`src/rtl/dram_app_arbiter.sv`:
```
`timescale 1ns/1ps
`default_nettype none
// +--------------------------------------------------------------------------+
// | Module      : dram_app_arbiter                                           |
// | Description : Two-requester round-robin arbiter and sequencer in front   |
// |               of the DDR3 MIG user (app_*) interface. Each write is sent |
// |               as two write-data beats followed by one command. In-order  |
// |               read returns are steered back to the requester that issued |
// |               the read, using a small tag FIFO.                          |
// |                                                                          |
// | Ports       : tb_clk, tb_rst_n      clock, async active-low reset        |
// |               phy_init_done         MIG calibration complete             |
// |               a_* / b_*             requester command, write-data and    |
// |                                     read-valid channels                  |
// |               rd_data, rd_last      shared read-return data              |
// |               app_*, tg_addr        MIG command / write FIFO / read port |
// |               rd_err                sticky: read beat with no tag        |
// |               busy                  transaction active or reads pending  |
// |                                                                          |
// | Revision    : 1.0  initial release                                       |
// +--------------------------------------------------------------------------+
module dram_app_arbiter #(
   parameter int ADDR_WIDTH    = 27,
   parameter int PAYLOAD_WIDTH = 64,
   parameter int TAG_DEPTH     = 8,
   parameter int TAG_AW        = 3
) (
   input  logic                            tb_clk,
   input  logic                            tb_rst_n,
   input  logic                            phy_init_done,
   // requester A
   input  logic                            a_cmd_valid,
   output logic                            a_cmd_ready,
   input  logic                            a_cmd_write,
   input  logic [ADDR_WIDTH-1:0]           a_cmd_addr,
   input  logic                            a_wd_valid,
   output logic                            a_wd_ready,
   input  logic [4*PAYLOAD_WIDTH-1:0]      a_wd_data,
   input  logic [4*PAYLOAD_WIDTH/8-1:0]    a_wd_mask,
   output logic                            a_rd_valid,
   // requester B
   input  logic                            b_cmd_valid,
   output logic                            b_cmd_ready,
   input  logic                            b_cmd_write,
   input  logic [ADDR_WIDTH-1:0]           b_cmd_addr,
   input  logic                            b_wd_valid,
   output logic                            b_wd_ready,
   input  logic [4*PAYLOAD_WIDTH-1:0]      b_wd_data,
   input  logic [4*PAYLOAD_WIDTH/8-1:0]    b_wd_mask,
   output logic                            b_rd_valid,
   // shared read return
   output logic [4*PAYLOAD_WIDTH-1:0]      rd_data,
   output logic                            rd_last,
   // MIG command channel
   output logic                            app_en,
   output logic [2:0]                      app_cmd,
   output logic [ADDR_WIDTH-1:0]           tg_addr,
   input  logic                            app_full,
   // MIG write-data channel
   output logic                            app_wdf_wren,
   output logic [4*PAYLOAD_WIDTH-1:0]      app_wdf_data,
   output logic [4*PAYLOAD_WIDTH/8-1:0]    app_wdf_mask,
   output logic                            app_wdf_end,
   input  logic                            app_wdf_full,
   // MIG read-data channel
   input  logic [4*PAYLOAD_WIDTH-1:0]      app_rd_data,
   input  logic                            app_rd_data_valid,
   input  logic                            app_rd_data_end,
   // status
   output logic                            rd_err,
   output logic                            busy
);

   localparam logic [TAG_AW:0] c_TAG_FULL = (TAG_AW+1)'(TAG_DEPTH);
   localparam logic [2:0]      c_CMD_WR   = 3'b000;
   localparam logic [2:0]      c_CMD_RD   = 3'b001;

   typedef enum logic [1:0] {
      ST_IDLE = 2'd0,
      ST_WD0  = 2'd1,
      ST_WD1  = 2'd2,
      ST_CMD  = 2'd3
   } state_t;

   state_t                  r_state;
   logic                    r_grant;      // 0 = A, 1 = B
   logic                    r_prio;       // requester preferred on a tie
   logic [TAG_DEPTH-1:0]    r_tag_mem;    // requester id per outstanding read
   logic [TAG_AW-1:0]       r_wr_ptr;
   logic [TAG_AW-1:0]       r_rd_ptr;
   logic [TAG_AW:0]         r_count;
   logic                    r_rd_err;

   logic                    w_fifo_full;
   logic                    w_fifo_empty;
   logic                    w_a_elig;
   logic                    w_b_elig;
   logic                    w_pick;
   logic                    w_pick_write;
   logic                    w_g_write;
   logic [ADDR_WIDTH-1:0]   w_g_addr;
   logic                    w_g_wd_valid;
   logic                    w_in_wd;
   logic                    w_wren;
   logic                    w_cmd_done;
   logic                    w_push;
   logic                    w_pop;
   logic                    w_rd_hit;
   logic                    w_head;

   assign w_fifo_full  = (r_count == c_TAG_FULL);
   assign w_fifo_empty = (r_count == '0);

   // A read may only be granted when its tag is guaranteed a FIFO slot.
   assign w_a_elig = a_cmd_valid & phy_init_done & (a_cmd_write | ~w_fifo_full);
   assign w_b_elig = b_cmd_valid & phy_init_done & (b_cmd_write | ~w_fifo_full);
   assign w_pick   = (w_a_elig & w_b_elig) ? r_prio : w_b_elig;
   assign w_pick_write = w_pick ? b_cmd_write : a_cmd_write;

   // Granted-requester muxes
   assign w_g_write    = r_grant ? b_cmd_write : a_cmd_write;
   assign w_g_addr     = r_grant ? b_cmd_addr  : a_cmd_addr;
   assign w_g_wd_valid = r_grant ? b_wd_valid  : a_wd_valid;

   assign w_in_wd    = (r_state == ST_WD0) | (r_state == ST_WD1);
   assign w_wren     = w_in_wd & w_g_wd_valid & ~app_wdf_full;
   assign w_cmd_done = (r_state == ST_CMD) & ~app_full;
   assign w_push     = w_cmd_done & ~w_g_write;
   assign w_pop      = app_rd_data_valid & app_rd_data_end & ~w_fifo_empty;

   assign w_head     = r_tag_mem[r_rd_ptr];
   assign w_rd_hit   = app_rd_data_valid & ~w_fifo_empty;

   // Command channel
   assign app_en      = (r_state == ST_CMD);
   assign app_cmd     = (r_state == ST_CMD) ? (w_g_write ? c_CMD_WR : c_CMD_RD) : 3'b000;
   assign tg_addr     = (r_state == ST_CMD) ? w_g_addr : '0;
   assign a_cmd_ready = w_cmd_done & ~r_grant;
   assign b_cmd_ready = w_cmd_done &  r_grant;

   // Write-data channel
   assign a_wd_ready   = w_in_wd & ~r_grant & ~app_wdf_full;
   assign b_wd_ready   = w_in_wd &  r_grant & ~app_wdf_full;
   assign app_wdf_wren = w_wren;
   assign app_wdf_end  = w_wren & (r_state == ST_WD1);
   assign app_wdf_data = r_grant ? b_wd_data : a_wd_data;
   assign app_wdf_mask = r_grant ? b_wd_mask : a_wd_mask;

   // Read return: beats with no outstanding tag are dropped
   assign a_rd_valid = w_rd_hit & ~w_head;
   assign b_rd_valid = w_rd_hit &  w_head;
   assign rd_data    = app_rd_data;
   assign rd_last    = app_rd_data_end;

   assign rd_err = r_rd_err;
   assign busy   = (r_state != ST_IDLE) | ~w_fifo_empty;

   always_ff @(posedge tb_clk or negedge tb_rst_n) begin
      if (!tb_rst_n) begin
         r_state   <= ST_IDLE;
         r_grant   <= 1'b0;
         r_prio    <= 1'b0;
         r_tag_mem <= '0;
         r_wr_ptr  <= '0;
         r_rd_ptr  <= '0;
         r_count   <= '0;
         r_rd_err  <= 1'b0;
      end else begin
         case (r_state)
            ST_IDLE: begin
               if (w_a_elig | w_b_elig) begin
                  r_grant <= w_pick;
                  r_state <= w_pick_write ? ST_WD0 : ST_CMD;
               end
            end
            ST_WD0: begin
               if (w_wren) r_state <= ST_WD1;
            end
            ST_WD1: begin
               if (w_wren) r_state <= ST_CMD;
            end
            ST_CMD: begin
               if (!app_full) begin
                  r_prio  <= ~r_grant;
                  r_state <= ST_IDLE;
               end
            end
            default: r_state <= ST_IDLE;
         endcase

         if (w_push) begin
            r_tag_mem[r_wr_ptr] <= r_grant;
            r_wr_ptr            <= r_wr_ptr + 1'b1;
         end
         if (w_pop) begin
            r_rd_ptr <= r_rd_ptr + 1'b1;
         end
         case ({w_push, w_pop})
            2'b10:   r_count <= r_count + 1'b1;
            2'b01:   r_count <= r_count - 1'b1;
            default: r_count <= r_count;
         endcase

         if (app_rd_data_valid && w_fifo_empty) begin
            r_rd_err <= 1'b1;
         end
      end
   end

endmodule
`default_nettype wire

```
`config.mk`:
```
export PLATFORM = sky130hd
export DESIGN_NAME = dram_app_arbiter
export DESIGN_NICKNAME = d
export VERILOG_FILES = /design/src/rtl/dram_app_arbiter.sv
export SDC_FILE = /design/constraint.sdc
export NUM_CORES = 1
export LEC_CHECK = 0
export CORE_AREA = 2 2 585 587
export CTS_BUF_LIST = sky130_fd_sc_hd__clkbuf_8
export CTS_CLUSTER_DIAMETER = 120
export DETAILED_ROUTE_END_ITERATION = 8
export DIE_AREA = 0 0 587 589
export HOLD_SLACK_MARGIN = 0.06
export PLACE_DENSITY_LB_ADDON = 0.15
export SYNTH_ARGS = -nofsm -noshare
export SYNTH_HDL_FRONTEND = slang
export SYNTH_SLANG_ARGS = --single-unit
```
`constraint.sdc`:
```
create_clock -name tb_clk -period 3.1 [get_ports tb_clk]
set_input_delay 0.31 -clock tb_clk [delete_from_list [all_inputs] [get_ports tb_clk]]
set_output_delay 0.31 -clock tb_clk [all_outputs]
set_load 0.01 [all_outputs]
```
==> results of run 1 <==
-- state kept, by name, summed over array words and instances (netlist names) --
signal and count:
r_count 4, r_grant 1, r_prio 1, r_rd_ptr 3, r_state 2, r_tag_mem 8
r_wr_ptr 3, rd_err 1
-- metal layers --
metal  vias to the layer above  routed length [um]  global-route usage (%)
met3                       397               47200                    11.8
li1                       3876                   -                       -
met4                        94                5820                    2.07
met1                      4436               67100                    11.0
met2                      1611               94200                    18.9
met5                         -                1020                    1.01
-- layout make-up --
| cell class | instances | area [sq um] |
|---|---|---|
| tap | 4536 | 5680 |
| clock buffer | 3 | 41.3 |
| inverter | 4 | 15.0 |
| sequential | 23 | 579 |
| multi-input combinational | 444 | 4480 |
| clock inverter | 1 | 5.00 |
| fill | 40000 | 318000 |
| timing repair buffer | 991 | 9860 |
| antenna | 58 | 145 |
-- power groups by stage --
| stage | clock network (mW) | logic (mW) | registers [mW] |
|---|---|---|---|
| 3_3_place_gp | 0 | 10.2 | 0.626 |
| 4_1_cts | 0.226 | 10.1 | 0.619 |
| 3_5_place_dp | 0 | 10.1 | 0.625 |
| 2_1_floorplan | 0 | 4.31 | 0.523 |
| 5_1_grt | 0.234 | 10.4 | 0.642 |
| 6_report | 0.206 | 9.63 | 0.614 |
-- kinds of logic after synthesis --
group	synth area share (%)
AO/OA/AOI/OAI	1.89
XOR/XNOR	1.09
adder cells (fa/ha/maj)	1.56
buffers and inverters	30.0
flip-flops	7.99
multiplexers	51.4
other	0.0521
AND/OR/NAND/NOR	6.05
-- layout by cell type (no fill, tap or decap), types with 3 or more instances in the layout --
cell             instances
a21oi_1                  3
xnor2_1                  4
buf_12                   9
inv_1                    4
nand2_1                 14
nor2b_1                 28
nand2b_1                 3
clkdlybuf4s50_1        921
mux2_2                 297
dfrtp_1                 22
nor2_1                  11
nand3_1                  3
mux2i_1                 30
diode_2                 58
ha_1                     8
clkbuf_8                 3
xor2_1                   5
buf_4                   61
-- stage by stage --
stage	power [mW]	cell area [sq um]	worst slack (ns)	hold slack, ns	instances
floorplan	4.84	7210	0.617	0.0144	774
global placement	10.8	20600	0.0691	0.457	5998
detailed placement	10.7	20600	0.288	0.457	5998
CTS	11.0	20600	0.00506	0.420	6002
global route	11.2	20700	0.0354	0.412	6026
finish	10.5	20800	0.170	0.410	6060
-- worst max path at each step --
stage | from | to | slack (ns) | cells after the start
global placement | b_cmd_write | r_count[2]$_DFFE_PN0P_ | 0.07 | 11
detailed placement | b_cmd_write | r_count[2]$_DFFE_PN0P_ | 0.29 | 11
finish | r_grant$_DFFE_PN0P_ | app_wdf_data[8] | 0.17 | 4
CTS | r_rd_ptr[0]$_DFFE_PN0P_ | a_rd_valid | 0.005 | 5
global route | r_grant$_DFFE_PN0P_ | app_wdf_data[7] | 0.04 | 4
floorplan | r_count[1]$_DFFE_PN0P_ | r_count[2]$_DFFE_PN0P_ | 0.62 | 11
==> out/metrics.yaml, run 1 <==
cts.clk_slew.worst_paths_ns: 0.10
start_util_pct: 2.12
dieArea_sq_um: 346000
crit_chain: "buf_12 > buf_4 > mux2_2 > clkdlybuf4s50_1"
status: "finished clean"
clock-sinks: 23
worst_clock_skew_ns: 0.00435
pwr-share-comb_pct: 92.1
synth_edf_count: 0
viasPerCell: 1.72
synth_most_common_cell: "mux2_2"
synth_top_area_cell: "mux2_2"
synthDistinctLibCells: 45
synth.top_cell.area_share_pct: 46.4
grt_max_degree: 62
worst-path-buf-inv: 3
r2r_cells: 9
dr.pass1.iters: 7
hp-class: "input port to async pin"
numCtsBuffers: 3
post-cts-setup-buffer-count: 0
yosysWarningCount: 0
rsz0062_at_grt: "no"
startpoint_type: "flip-flop"
overflow: 0
fmaxAchievable_ghz: 0.341
worstReg2RegStart: "r_count[1]$_DFFE_PN0P_"
cts_tree: "done"
power_switching_share_pct: 48.1
drive_above_1_share_pct: 26.1
cp.required_ns: 2.79
ant_nets: 0
postCtsHoldBufs: 0
clkPwrFrac_pct: 2.0
path_delay_family: "buffers and inverters"
hold_violations: 0
die_w_um: 587
ys_ff_latch: 23
worstPathMaxFanout: 26
gp_congestion: 0.831
die_h_um: 589
syn-cell-area_sq_um: 7200
grt_pass1_vias: 10200
yosysSeqAreaShare_pct: 7.99
powerDensity_nw_per_um2: 503
path_class: "flip-flop to primary output"
post_synth.cell_area_avg_sq_um: 9.32
pwr-share-seq_pct: 5.9
reg2reg_slack_ns: 0.35
fin_util_pct: 6.13
slew_violations: 0
relSlewSlack_pct: 58.3
ys.flop_type: "dfrtp_1"
fin_crit_sh_pct: 94.5
coreArea_sq_um: 339000
grt_usage_pct: 11.9
drt-initial-drc-count: 474
grt_pass1_wl_um: 240000
pin_count: 1485
synthArstFlopShare_pct: 100
dr_total_vias: 10400
post_cts_resize_count: 0
maxCapViolCount: 0
fin_nets: 2375
r2r_end: "r_count[2]$_DFFE_PN0P_"
hpwl_um: 206000
p_leak_nw: 5.96
critPathArrivalTime_ns: 2.62
yosys-top-cells-area: "mux2_2 46%, buf_4 27%, dfrtp_1 8.0%, mux2i_1 4.3%, nor2b_1 2.4%"
post_drt_wl_per_cell_um: 35.5
cts-root-buf: "clkbuf_8"
period_needed_ns: 2.93
cpMaxStageDelayCell: "clkdlybuf4s50_1"
tns_ns: 0
cts_buffer_depth: 2
intPower_mw: 5.43
cts_max_level: 1
syn-instance-count: 773
max_stage_delay_ns: 0.58
num_rows: 214
port_buffers: 970
worst_pin_slew_ns: 0.623
yosys-top-cells-count: "297 x mux2_2, 259 x buf_4, 31 x mux2i_1"
antenna_found_initial: 265
finalSetupViolCount: 0
ir_worst_vdd_v: 0.000298
crit_path_end_kind: "primary output"
clk-insertion-delay-late_ns: 0.28
drc_errors: 0
p_sw_mw: 5.02
areaGrowthSynthToFinish_pct: 189
wl_um: 215000
Note: power is estimated with default switching activity, not from simulation.
==> inputs of run 2 (changes only) <==
--- a/config.mk
+++ b/config.mk
@@ -6,10 +6,11 @@
 export NUM_CORES = 1
 export LEC_CHECK = 0
 export CORE_AREA = 2 2 585 587
-export CTS_BUF_LIST = sky130_fd_sc_hd__clkbuf_8
+export CTS_BUF_LIST = sky130_fd_sc_hd__clkbuf_16
 export CTS_CLUSTER_DIAMETER = 120
 export DETAILED_ROUTE_END_ITERATION = 8
 export DIE_AREA = 0 0 587 589
+export GPL_TIMING_DRIVEN = 0
 export HOLD_SLACK_MARGIN = 0.06
 export PLACE_DENSITY_LB_ADDON = 0.15
 export SYNTH_ARGS = -nofsm -noshare
==> run 2 against run 1 <==
Utilization rose by 1.4 points. Count of clock-buffer cells in the layout stayed put. Global-route usage rose by 0.30 points. Total power grew 14%. Clock skew is 0.00066 ns higher. Via count is 21% higher. Clock power up 41%. Die area unchanged. Largest cell class unchanged. Flip-flop and latch count unchanged.
==> out/metrics.yaml, run 2 (synthesis results as in run 1) <==
r2r_cells: 11
final_common_cell: "clkdlybuf4s50_1"
cts-root-buf: "clkbuf_16"
largestRegisters: "r_tag_mem (8), r_count (4)"
antenna_found_initial: 330
gp_congestion: 0.944
whs_ns: 0.0671
num_rows: 214
dr_total_vias: 12600
fin_cells: 6607
worst_clock_skew_ns: 0.00500
totalPowerFinal_mw: 12.0
overflow: 0
coreArea_sq_um: 339000
endpoint: "app_wdf_data[156]"
status: "finished clean"
die_h_um: 589
max_stage_delay_ns: 0.60
post_drt_wl_per_cell_um: 33.5
wl_um: 221000
setup_ws_ns: 0.162
mostFrequentLayoutCells: "1,187 x clkdlybuf4s50_1, 297 x mux2_2, 264 x buf_4"
clock-sinks: 23
worstReg2RegStart: "r_count[1]$_DFFE_PN0P_"
dpl_cell_area_sq_um: 25200
crit_chain: "buf_6 > clkbuf_8 > buf_2 > mux2_2 > clkdlybuf4s50_1"
grt_usage_pct: 12.2
start_util_pct: 2.12
dp.cells: 6536
startpoint: "r_grant$_DFFE_PN0P_"
tns_ns: 0
grt_pass1_wl_um: 250000
pre_cts_ws_ns: -1.34
startpoint_type: "flip-flop"
fin_crit_sh_pct: 94.8
dieArea_sq_um: 346000
areaGrowthSynthToFinish_pct: 254
slew_violations: 0
maxCapViolCount: 0
grt_max_degree: 24
p_leak_nw: 8.28
numCtsBuffers: 3
pin_count: 1485
top_register: "r_tag_mem"
port_buffers: 1226
drc_errors: 0
crit_path_end_kind: "primary output"
cts_buffer_depth: 2
cts_tree: "done"
die_w_um: 587
fin_nets: 2912
cp.required_ns: 2.79
fin_util_pct: 7.52
worst_pin_slew_ns: 0.818
viasPerCell: 1.90
hold_violations: 0
reg2reg_slack_ns: 0.39
fill_cells: 39800
critPathArrivalTime_ns: 2.63
final_design_area_no_fill_sq_um: 25500
hp-class: "input port to async pin"
period_needed_ns: 2.94
finalSetupViolCount: 0
drt-initial-drc-count: 462
hpwl_um: 213000
path_class: "flip-flop to primary output"
cpMaxStageDelayCell: "clkdlybuf4s50_1"
grt_pass1_vias: 12200
cts.clk_slew.worst_paths_ns: 0.07
largest_reg_flops: 8
worstPathMaxFanout: 10
r2r_end: "r_count[2]$_DFFE_PN0P_"
fmaxAchievable_ghz: 0.340
clk-insertion-delay-late_ns: 0.26
ant_nets: 0
ir_worst_vdd_v: 0.000196
cts_max_level: 1
powerDensity_nw_per_um2: 469
relSlewSlack_pct: 45.7
dr.pass1.iters: 5
drive_above_1_share_pct: 30.7
-- run 2: changes by cell type in the layout (fill, tap and decap cells not counted), moves of 6 or more --
cell / before / now
buf_12: 9 / 0
diode_2: 58 / 68
buf_6: 0 / 6
clkdlybuf4s50_1: 921 / 1187
dlygate4sd2_1: 0 / 34
buf_2: 0 / 16
clkbuf_2: 0 / 7
buf_4: 61 / 264
-- run 2: cell type report --
cell class,count,area [sq um],share of cell area (%)
well taps,4536,5680,22.3
inverters,4,15.0,0.0589
multi-input cells,444,4540,17.8
flip-flops and latches,23,577,2.26
diodes,68,170,0.667
clock buffers,3,75.1,0.294
plain buffers,302,2230,8.75
clock inverters,1,3.75,0.0147
repair buffers,1226,12200,47.9
-- run 2: layer usage --
| layer | vias to the layer above | routed length [um] | track usage (%) |
|---|---|---|---|
| met5 | - | 765 | 0 |
| li1 | 4978 | - | - |
| met1 | 5652 | 84900 | 13.7 |
| met3 | 390 | 30200 | 7.35 |
| met2 | 1434 | 101000 | 20.2 |
| met4 | 114 | 3940 | 1.56 |
-- run 2: where the power goes --
part | internal, mW | switching (mW)
clock | 0.173 | 0.118
sequential | 0.433 | 0.142
combinational | 5.38 | 5.71
total | 5.99 | 5.97
-- run 2: worst min-delay path by stage --
stage / cells after the start / from / slack [ns] / to
2_1_floorplan: 0 / tb_rst_n / 0.01 / r_count[0]$_DFFE_PN0P_
3_3_place_gp: 1 / rd_err$_DFFE_PN0P_ / 0.45 / rd_err$_DFFE_PN0P_
3_5_place_dp: 1 / rd_err$_DFFE_PN0P_ / 0.46 / rd_err$_DFFE_PN0P_
4_1_cts: 1 / rd_err$_DFFE_PN0P_ / 0.48 / rd_err$_DFFE_PN0P_
5_1_grt: 1 / tb_rst_n / 0.11 / r_state[1]$_DFFE_PN0P_
6_report: 1 / tb_rst_n / 0.07 / r_prio$_DFFE_PN0N_
-- run 2: critical path: cells and delay by family, from the launching register on --
kind	cells	cell delay, ns
buffers and inverters	4	1.45
DFF	1	0.45
muxes	1	0.38
-- run 2: what timing repair did --
| action | in CTS | in global routing |
|---|---|---|
| hold buffers | 0 | 0 |
| gates resized for setup | 87 | 7 |
| buffers inserted | 0 | 0 |
| endpoints found under the hold margin | 0 | 0 |
| setup endpoints to repair | 320 | 5 |
==> edit: new RTL, flow settings as in run 2 <==
The 4 states of `state_t` get a one-hot encoding in 4 bits.
--- a/src/rtl/dram_app_arbiter.sv
+++ b/src/rtl/dram_app_arbiter.sv
@@ -75,11 +75,11 @@
    localparam logic [2:0]      c_CMD_WR   = 3'b000;
    localparam logic [2:0]      c_CMD_RD   = 3'b001;
 
-   typedef enum logic [1:0] {
-      ST_IDLE = 2'd0,
-      ST_WD0  = 2'd1,
-      ST_WD1  = 2'd2,
-      ST_CMD  = 2'd3
+   typedef enum logic [3:0] {
+      ST_IDLE = 4'b0001,
+      ST_WD0  = 4'b0010,
+      ST_WD1  = 4'b0100,
+      ST_CMD  = 4'b1000
    } state_t;
 
    state_t                  r_state;
Formal check against the unedited RTL: no difference found for any inputs over 4 cycles, from zero or initial values and one cycle with tb_rst_n low; so few cycles prove little.
==> edit against run 2 <==
Total power is 24% lower; worst setup slack worse by 52 ps; wire length is 4.8% higher; cell area is 0.51% higher; sequential cell count is 2 higher; via count is 2.6% higher; synthesized area is 0.85% higher; maximum frequency is 1.7% lower.
==> edit: results (changes against run 2) <==
- Number of buffers created by CTS: 3 (unchanged)
- Worst Path Max Fanout: 10 (unchanged)
- GRT Total Usage: 12.9% (was 12.2%)
- Status: completed (unchanged)
- Initial drt markers: 459 (was 462)
- Share of cells above drive strength 1: 30.5% (was 30.7%)
- Largest cells by area after synthesis: mux2_2, buf_4, dfrtp_1, mux2i_1, nor2_1 (was mux2_2, buf_4, dfrtp_1, mux2i_1, nor2b_1)
- # DRC: 0 (unchanged)
- H-tree Lvls: 1 (unchanged)
- First-pass GRT wire length: 262 mm (was 250 mm)
- Sequential share of the synthesized area: 8.63% (was 7.99%)
- Clk slew on worst S/H paths: 80 ps
- Max Buffers Root-to-Sink: 2 (unchanged)
- Final GP Congestion: 1.05 (was 0.944)
- Clock Skews: 7.52 ps (was 5.00 ps)
- Asr flop ratio synth: 100% (unchanged)
- First-pass DRT Iterations: 4 (was 5)
- Arrival @ worst endpoint: 2680 ps (was 2630 ps)
- Nets: 2930 (was 2912)
- Routed wire length: 232 mm (was 221 mm)
- Routed vias: 12889 (was 12568)
- Clock Tree Root: clkbuf_16 (unchanged)
- Hold Crit Class: input port to asynchronous set/reset pin (unchanged)
- Worst relative slew slack: 46.8% (was 45.7%)
- Critical Path Start: r_grant (unchanged)
- Peak VDD IR: 0.202 mV (was 0.196 mV)
- Yosys cell types: 48 (was 45)
- Reg2Reg Depth: 10 (was 11)
- Main synth FF type: dfrtp_1 (unchanged)
- Biggest regs: r_tag_mem x8, r_count x4, r_state x4 (was r_tag_mem x8, r_count x4)
- Reg2reg start: r_count[1] (unchanged)
- Synth Warn #: 0 (unchanged)
- Clk_lat worst skew: 280 ps (was 260 ps)
- Largest net degree at the start of global routing: 26 (was 24)
- HPWL after DPL: 224 mm (was 213 mm)
- Post-synth top cells: mux2_2, buf_4, nor2_1 (was mux2_2, buf_4, mux2i_1)
- Placement-stage worst setup slack: -1670 ps (was -1340 ps)
- Initial antenna violation count: 364 (was 330)
- Static leakage: 8.33 nW (was 8.28 nW)
- FILL cells: 39840 (was 39841)
- IO Port Bufs: 1226 (unchanged)
-- edit: changes by cell type after synthesis, moves of 3 or more --
cell,before,now
ha_1,9,5
xnor2_1,4,7
nor2b_1,28,2
buf_1,6,10
mux2_1,0,6
nor3_1,1,5
clkbuf_1,15,35
o21ai_0,2,5
nor2_1,11,40
buf_2,21,2
-- edit: what timing repair did --
| action | 4_1_cts | 5_1_grt |
|---|---|---|
| resized for setup | 150 | 12 |
| hold endpoints to repair | 0 | 0 |
| pin swaps | 0 | 1 |
| endpoints found under the setup margin | 317 | 12 |
| buffers inserted | 0 | 1 |
-- edit: power breakdown --
group          switching [W]  internal (W)  total, W  leakage (nW)
Sequential          0.000140      0.000434  0.000574         0.318
Combinational        0.00418       0.00402   0.00820          7.97
Clock               0.000153      0.000174  0.000327        0.0428
Total                0.00447       0.00463   0.00910          8.33
-- edit: layer usage --
metal  GRT usage, %  share of wire, %  vias to the layer above  wire length (um)
met5              0              0.31                        -               721
met1           14.2                37                     5724             86700
li1               -                 -                     5050                 -
met2           20.1                43                     1506             99700
met4           1.97               2.6                      110              5980
met3           9.47                17                      499             39000
-- edit: path summary, 6_finish.rpt --
check                                     to  slack (ps)
setup / recovery           app_wdf_data[104]         110
hold / removal                        rd_err          70
setup reg to reg                  r_count[3]         240
hold reg to reg                       rd_err         470
max in group asynchronous        r_wr_ptr[2]        2530
min in group tb_clk                   rd_err         470
-- edit: cells by family after synthesis --
kind of cell	share of synthesized area, %
simple gates	6.08
other cells	0.0516
mux	51.3
flops	8.63
buf+inv	29.6
compound gates	2.12
xor+xnor	1.33
fa+ha+maj	0.861
-- edit: area by class of cell --
class,count,share of cell area [%]
sequential,25,2.44
timing repair buffer,1228,47.7
buffer,306,9.01
clock buffer,3,0.293
multi-input combinational,457,17.6
tap,4536,22.1
inverter,5,0.0732
clock inverter,1,0.0146
antenna,74,0.722
-- edit: stage by stage --
| step | utilization (%) | instance area (um2) | instances | hold WS [ps] | power, W |
|---|---|---|---|---|---|
| final | 7.56 | 25600 | 6635 | 74.2 | 0.00910 |
| after global placement | 7.44 | 25200 | 6556 | 456 | 0.00913 |
| after global routing | 7.54 | 25500 | 6598 | 134 | 0.00978 |
| after CTS | 7.50 | 25400 | 6560 | 128 | 0.00946 |
| after floorplan | - | 7270 | 794 | 14.4 | 0.00352 |
| after detailed placement | 7.44 | 25200 | 6557 | 438 | 0.00904 |
-- edit: critical path, stage by stage, from the launching register on --
cell and delay (ps):
dfrtp_1 450, clkbuf_4 390, clkbuf_1 560, mux2_2 430, clkdlybuf4s50_1 540
